<file path="src/rtl/multicycle_control_fsm.sv">
// multicycle_control_fsm: sequences the multi-cycle MIPS datapath through fetch/decode/execute/memory/writeback.
module multicycle_control_fsm #(
    parameter logic [5:0] OP_RTYPE = 6'b000000,
    parameter logic [5:0] OP_LW    = 6'b100011,
    parameter logic [5:0] OP_SW    = 6'b101011,
    parameter logic [5:0] OP_BEQ   = 6'b000100,
    parameter logic [5:0] OP_J     = 6'b000010,
    parameter logic [5:0] OP_ADDI  = 6'b001000
) (
    input  logic       clk,
    input  logic       rst,
    input  logic [5:0] opcode,
    input  logic       mem_ready,
    output logic       PCWrite,
    output logic       PCWriteCond,
    output logic       IorD,
    output logic       MemRead,
    output logic       MemWrite,
    output logic       IRWrite,
    output logic       MemtoReg,
    output logic       RegDst,
    output logic       RegWrite,
    output logic       ALUSrcA,
    output logic [1:0] ALUSrcB,
    output logic [1:0] ALUOp,
    output logic [1:0] PCSource,
    output logic       instr_done,
    output logic       illegal_op,
    output logic [3:0] state_out
);
    typedef enum logic [3:0] {
        FETCH    = 4'd0,
        DECODE   = 4'd1,
        MEMADDR  = 4'd2,
        MEMREAD  = 4'd3,
        MEMWB    = 4'd4,
        MEMWRITE = 4'd5,
        EXECUTE  = 4'd6,
        RTYPE_WB = 4'd7,
        BRANCH   = 4'd8,
        JUMP     = 4'd9,
        ADDI_EX  = 4'd10,
        ADDI_WB  = 4'd11
    } state_t;

    state_t state, next;

    always_ff @(posedge clk)
        state <= rst ? FETCH : next;

    assign state_out = state;

    always_comb begin
        next        = FETCH;
        PCWrite     = 1'b0;
        PCWriteCond = 1'b0;
        IorD        = 1'b0;
        MemRead     = 1'b0;
        MemWrite    = 1'b0;
        IRWrite     = 1'b0;
        MemtoReg    = 1'b0;
        RegDst      = 1'b0;
        RegWrite    = 1'b0;
        ALUSrcA     = 1'b0;
        ALUSrcB     = 2'b00;
        ALUOp       = 2'b00;
        PCSource    = 2'b00;
        instr_done  = 1'b0;
        illegal_op  = 1'b0;
        case (state)
            FETCH: begin
                MemRead = 1'b1;
                ALUSrcB = 2'b01;
                IRWrite = mem_ready;
                PCWrite = mem_ready;
                next    = mem_ready ? DECODE : FETCH;
            end
            DECODE: begin
                ALUSrcB = 2'b11;
                case (opcode)
                    OP_LW, OP_SW: next = MEMADDR;
                    OP_RTYPE:     next = EXECUTE;
                    OP_BEQ:       next = BRANCH;
                    OP_J:         next = JUMP;
                    OP_ADDI:      next = ADDI_EX;
                    default:      illegal_op = 1'b1;
                endcase
            end
            MEMADDR: begin
                ALUSrcA = 1'b1;
                ALUSrcB = 2'b10;
                next    = (opcode == OP_SW) ? MEMWRITE : MEMREAD;
            end
            MEMREAD: begin
                MemRead = 1'b1;
                IorD    = 1'b1;
                next    = mem_ready ? MEMWB : MEMREAD;
            end
            MEMWB: begin
                RegWrite   = 1'b1;
                MemtoReg   = 1'b1;
                instr_done = 1'b1;
            end
            MEMWRITE: begin
                MemWrite   = 1'b1;
                IorD       = 1'b1;
                instr_done = mem_ready;
                next       = mem_ready ? FETCH : MEMWRITE;
            end
            EXECUTE: begin
                ALUSrcA = 1'b1;
                ALUOp   = 2'b10;
                next    = RTYPE_WB;
            end
            RTYPE_WB: begin
                RegWrite   = 1'b1;
                RegDst     = 1'b1;
                instr_done = 1'b1;
            end
            BRANCH: begin
                ALUSrcA     = 1'b1;
                ALUOp       = 2'b01;
                PCWriteCond = 1'b1;
                PCSource    = 2'b01;
                instr_done  = 1'b1;
            end
            JUMP: begin
                PCWrite    = 1'b1;
                PCSource   = 2'b10;
                instr_done = 1'b1;
            end
            ADDI_EX: begin
                ALUSrcA = 1'b1;
                ALUSrcB = 2'b10;
                next    = ADDI_WB;
            end
            ADDI_WB: begin
                RegWrite   = 1'b1;
                instr_done = 1'b1;
            end
            default: next = FETCH;
        endcase
        // Reset must suppress every side effect of the aborted instruction in the same cycle.
        if (rst) begin
            PCWrite     = 1'b0;
            PCWriteCond = 1'b0;
            IRWrite     = 1'b0;
            MemRead     = 1'b0;
            MemWrite    = 1'b0;
            RegWrite    = 1'b0;
            instr_done  = 1'b0;
            illegal_op  = 1'b0;
        end
    end
endmodule
</file>
<file path="config.mk">
export PLATFORM = sky130hd
export DESIGN_NAME = multicycle_control_fsm
export DESIGN_NICKNAME = d
export VERILOG_FILES = /design/src/rtl/multicycle_control_fsm.sv
export SDC_FILE = /design/constraint.sdc
export NUM_CORES = 1
export LEC_CHECK = 0
export ABC_AREA = 1
export BUFFER_PORTS_ARGS = -buffer_cell sky130_fd_sc_hd__buf_2
export CORE_MARGIN = 1.5
export CORE_UTILIZATION = 38
export DETAILED_ROUTE_END_ITERATION = 12
export PLACE_DENSITY = 0.74
export RECOVER_POWER = 25
export SYNTH_ARGS = -nofsm -noshare
export SYNTH_HDL_FRONTEND = slang
export SYNTH_SLANG_ARGS = --single-unit
</file>
<file path="constraint.sdc">
create_clock -name clk -period 0.92 [get_ports clk]
set_input_delay 0.046 -clock clk [delete_from_list [all_inputs] [get_ports clk]]
set_output_delay 0.046 -clock clk [all_outputs]
set_load 0.03 [all_outputs]
</file>
==> impl_metrics.yaml, run 1 <==
logic_synthesis:
  ys_ff_latch: 4
  syn_nets: 117
  synth_common_cells: "29 x nand2_1, 27 x nor2_1, 17 x inv_1"
  synth.top_cell.area_share_pct: 20.4
  synth_edf_count: 0
  yosysWarnings: 0
  synthesis.area_um2: 534
  ys.flop_type: "dfxtp_1"
  syn_area_per_cell_um2: 4.95
  synthTopCellsByArea: "nand2_1 20%, nor2_1 19%, dfxtp_1 15%"
  async_flop_share_pct: 0
  synth_cells: 108
  synth_cell_types: 18
  yosysSeqAreaShare_pct: 15.0
  synth_top_area_cell: "nand2_1"
  yosysMostFrequentCell: "nand2_1"
die:
  die_w_um: 40.5
  die_height_um: 40.5
  placement_rows: 13
  io_pins: 31
  start_util_pct: 41.1
status:
  haltStage: "5_1_grt"
  tool.error: "[ERROR DPL-0038] Utilization greater than 100%, impossible to legalize"
  status: "did not finish"
placed_design:
  dp.final_hpwl_mm: 1.57
  place_ws_ns: -0.262
  place_congestion: 0.807
  port_buffers: 30
sta:
  endpoint_type: "top-level output"
  worst_endpoint: "IorD"
clock_network:
  ctsHoldBuffers: 0
  ctsHtreeMaxLevel: 1
  clkSinkCount: 4
  root_buffer: "clkbuf_4"
  cts_max_path_buffers: 2
  cts_buffers: 3
global_routing:
  grt_max_degree: 8
kinds of logic after synthesis:
group           after synthesis  share of synthesized area [%]
buf+inv                      21                           14.8
compound gates                9                           9.13
simple gates                 74                           61.1
flops                         4                           15.0
through the flow:
| step | instance area (µm²) | instances | utilization (%) | hold slack [ns] |
|---|---|---|---|---|
| global placement | 1040 | 171 | 80.2 | 0.484 |
| CTS | 1210 | 175 | 93.4 | 0.251 |
| floorplan | 711 | 108 | - | 0.222 |
| detailed placement | 1040 | 171 | 80.2 | 0.490 |
repair_timing:
item	in CTS
pin swaps	7
endpoints found under the setup margin	23
buffers inserted	1
resized for setup	44
hold endpoints to repair	0
==> run 2: changes to the inputs <==
--- a/config.mk
+++ b/config.mk
@@ -7,10 +7,10 @@
 export LEC_CHECK = 0
 export ABC_AREA = 1
 export BUFFER_PORTS_ARGS = -buffer_cell sky130_fd_sc_hd__buf_2
-export CORE_MARGIN = 1.5
-export CORE_UTILIZATION = 38
+export CORE_AREA = 2 2 63 65
 export DETAILED_ROUTE_END_ITERATION = 12
-export PLACE_DENSITY = 0.74
+export DIE_AREA = 0 0 65 67
+export PLACE_DENSITY_LB_ADDON = 0.15
 export RECOVER_POWER = 25
 export SYNTH_ARGS = -nofsm -noshare
 export SYNTH_HDL_FRONTEND = slang
==> constraint.sdc (replaced) <==
create_clock -name clk -period 1.2 [get_ports clk]
set_input_delay 0.06 -clock clk [delete_from_list [all_inputs] [get_ports clk]]
set_output_delay 0.06 -clock clk [all_outputs]
set_load 0.03 [all_outputs]
==> run 2 against run 1 <==
Net effect:
- area after synthesis unchanged
- synthesized cell count unchanged
- the flow now finishes, with violations (negative setup slack)
==> impl_metrics.yaml, run 2 <==
logic_synthesis:
  yosysWarnings: 0
  yosysSeqAreaShare_pct: 15.0
  synth_cell_types: 18
  ys.flop_type: "dfxtp_1"
  synthesis.area_um2: 534
  ys_ff_latch: 4
  synthTopCellsByArea: "nand2_1 20%, nor2_1 19%, dfxtp_1 15%"
  synth_top_area_cell: "nand2_1"
  synth_cells: 108
  yosysMostFrequentCell: "nand2_1"
  syn_area_per_cell_um2: 4.95
  synth.top_cell.area_share_pct: 20.4
  synth_common_cells: "29 x nand2_1, 27 x nor2_1, 17 x inv_1"
  async_flop_share_pct: 0
  syn_nets: 117
  synth_edf_count: 0
clock_network:
  clkSinkCount: 4
  cts_tree: "yes"
  cts_buffers: 3
  ctsHtreeMaxLevel: 1
  clock_latency_ns: 0.22
  cts_max_path_buffers: 2
  cts.reportedPaths.clkPinSlew_ns: 0.03
  root_buffer: "clkbuf_8"
detailed_routing:
  drc_errors: 0
  met1Wirelength_um: 887
  wl_met3_um: 89
  firstDrtPassIters: 4
  drt_iter0_drc: 13
  ant_nets: 0
  post_drt_wl_per_cell_um: 9.76
  viasPerCell: 3.92
  routed_wl_mm: 1.96
  top_layer: "met4"
  vias: 787
  dr_wl_met2_um: 958
die:
  core_area_mm2: 0.00361
  die_height_um: 67
  dieArea_mm2: 0.00436
  placement_rows: 22
  die_w_um: 65
  start_util_pct: 14.8
  io_pins: 31
layout:
  area.growth.synth_to_final_pct: 121
  antenna_cells: 0
  largest_reg_flops: 4
  nFillCells: 409
  register_area_um2: 92.6
  multi_input_area_um2: 564
  nets: 163
  drive_gt1_share_pct: 60.8
  stdcell_count: 201
  layout_common_cells: "16 x nand2_1, 16 x nor2_1, 15 x buf_6"
sta:
  finalSetupViolCount: 17
  drv_slew: 0
  worstMarginPinSlew_ns: 0.345
  fin_setup_tns_ns: -1.26
  post-route-period-util_pct: 114
  rsz0062_at_grt: "true"
  fin_ws_ns: -0.167
  period_minus_slack_ns: 1.37
  relSlewSlack_pct: 76.7
  final_hold_viol_count: 0
  fmax_mhz: 732
  finalClockSkew_ns: 0.00306
critical_path:
  critical_path_class: "flip-flop to output pin"
  critical_path.max_fanout: 5
  required_ns: 1.14
  cp-start-kind: "flip-flop"
  critPathArrivalTime_ns: 1.31
  startpoint: "state_out[2]"
  r2r_start: "state_out[2]"
  cp-end-kind: "output pin"
placed_design:
  dp_cells: 191
  place_congestion: 0.822
  dp.final_hpwl_mm: 1.66
  port_buffers: 30
worst_hold_path:
  hold_start: "rst"
  hold_class: "primary input to flip-flop"
power_and_ir_drop:
  leakage_nw: 0.597
  cellPowerDensity_mw_per_mm2: 546
  ir_drop_mv: 0.209
global_routing:
  grt_max_degree: 12
  grt_pass1_wl_mm: 3.18
  grt_usage_pct: 9.50
  grt.overflow.total: 0
  antenna_found_initial: 0
  grt_pass1_vias: 744
status:
  status: "complete, but fails checks"
  violations: "negative setup slack"
flow_run:
  maxCapViolCount: 0
-- run 2: cell counts after synthesis --
Identical to the previous run, type by type.
-- run 2: area by class of cell --
cell class,count,area share (%)
well taps,48,5.08
repair buffers,42,28.7
inverters,20,6.78
flip-flops and latches,4,7.84
multi-input cells,83,47.8
clock buffers,4,3.81
-- run 2: power by group --
| part | total, mW | internal (mW) | switching (mW) |
|---|---|---|---|
| registers | 0.141 | 0.132 | 0.00835 |
| clock network | 0.303 | 0.227 | 0.0759 |
| logic | 0.200 | 0.0783 | 0.122 |
| total | 0.644 | 0.438 | 0.206 |
-- run 2: critical path: stages (launching register included) --
cell and delay (ns):
dfxtp_4 0.36, nor2_4 0.16, nand4_1 0.22, o21ai_2 0.19, buf_6 0.15
-- run 2: cells by family after synthesis --
| group | count (synthesis) | synth area share [%] |
|---|---|---|
| buf+inv | 21 | 14.8 |
| flops | 4 | 15.0 |
| compound gates | 9 | 9.13 |
| simple gates | 74 | 61.1 |
-- run 2: worst paths after layout --
kind	depth (start not counted)	to	slack (ns)
worst min register to register	3	state_out[3]	0.70
worst max register to register	9	state_out[2]	-0.06
worst max-delay path	4	PCWrite	-0.17
worst min-delay path	2	state_out[2]	0.23
-- run 2: per-stage QoR --
step                      worst slack (ns)  hold slack (ns)  util (%)  area (µm²)  power [mW]
after detailed placement           -0.0506            0.469      24.6         887       0.302
after floorplan                    -0.0282            0.217         -         636       0.247
final                               -0.167            0.233      32.8        1180       0.644
after global placement             -0.0363            0.467      24.6         887       0.300
after global routing                -0.222            0.264      32.8        1180       0.686
after CTS                           -0.150            0.243      30.6        1100       0.641
-- run 2: timing repair --
item / in CTS / in global routing
hold buffers: 0 / 0
resized for setup: 44 / 22
buffers inserted: 4 / 3
endpoints found under the setup margin: 15 / 21
pin swaps: 8 / 10
-- run 2: layer usage --
layer / global-route usage, % / up-vias
met5: 0 / -
li1: - / 424
met2: 16.1 / 24
met3: 0.845 / 2
met4: 5.59 / 0
met1: 11.7 / 337
Note: power is estimated with default switching activity, not from simulation.
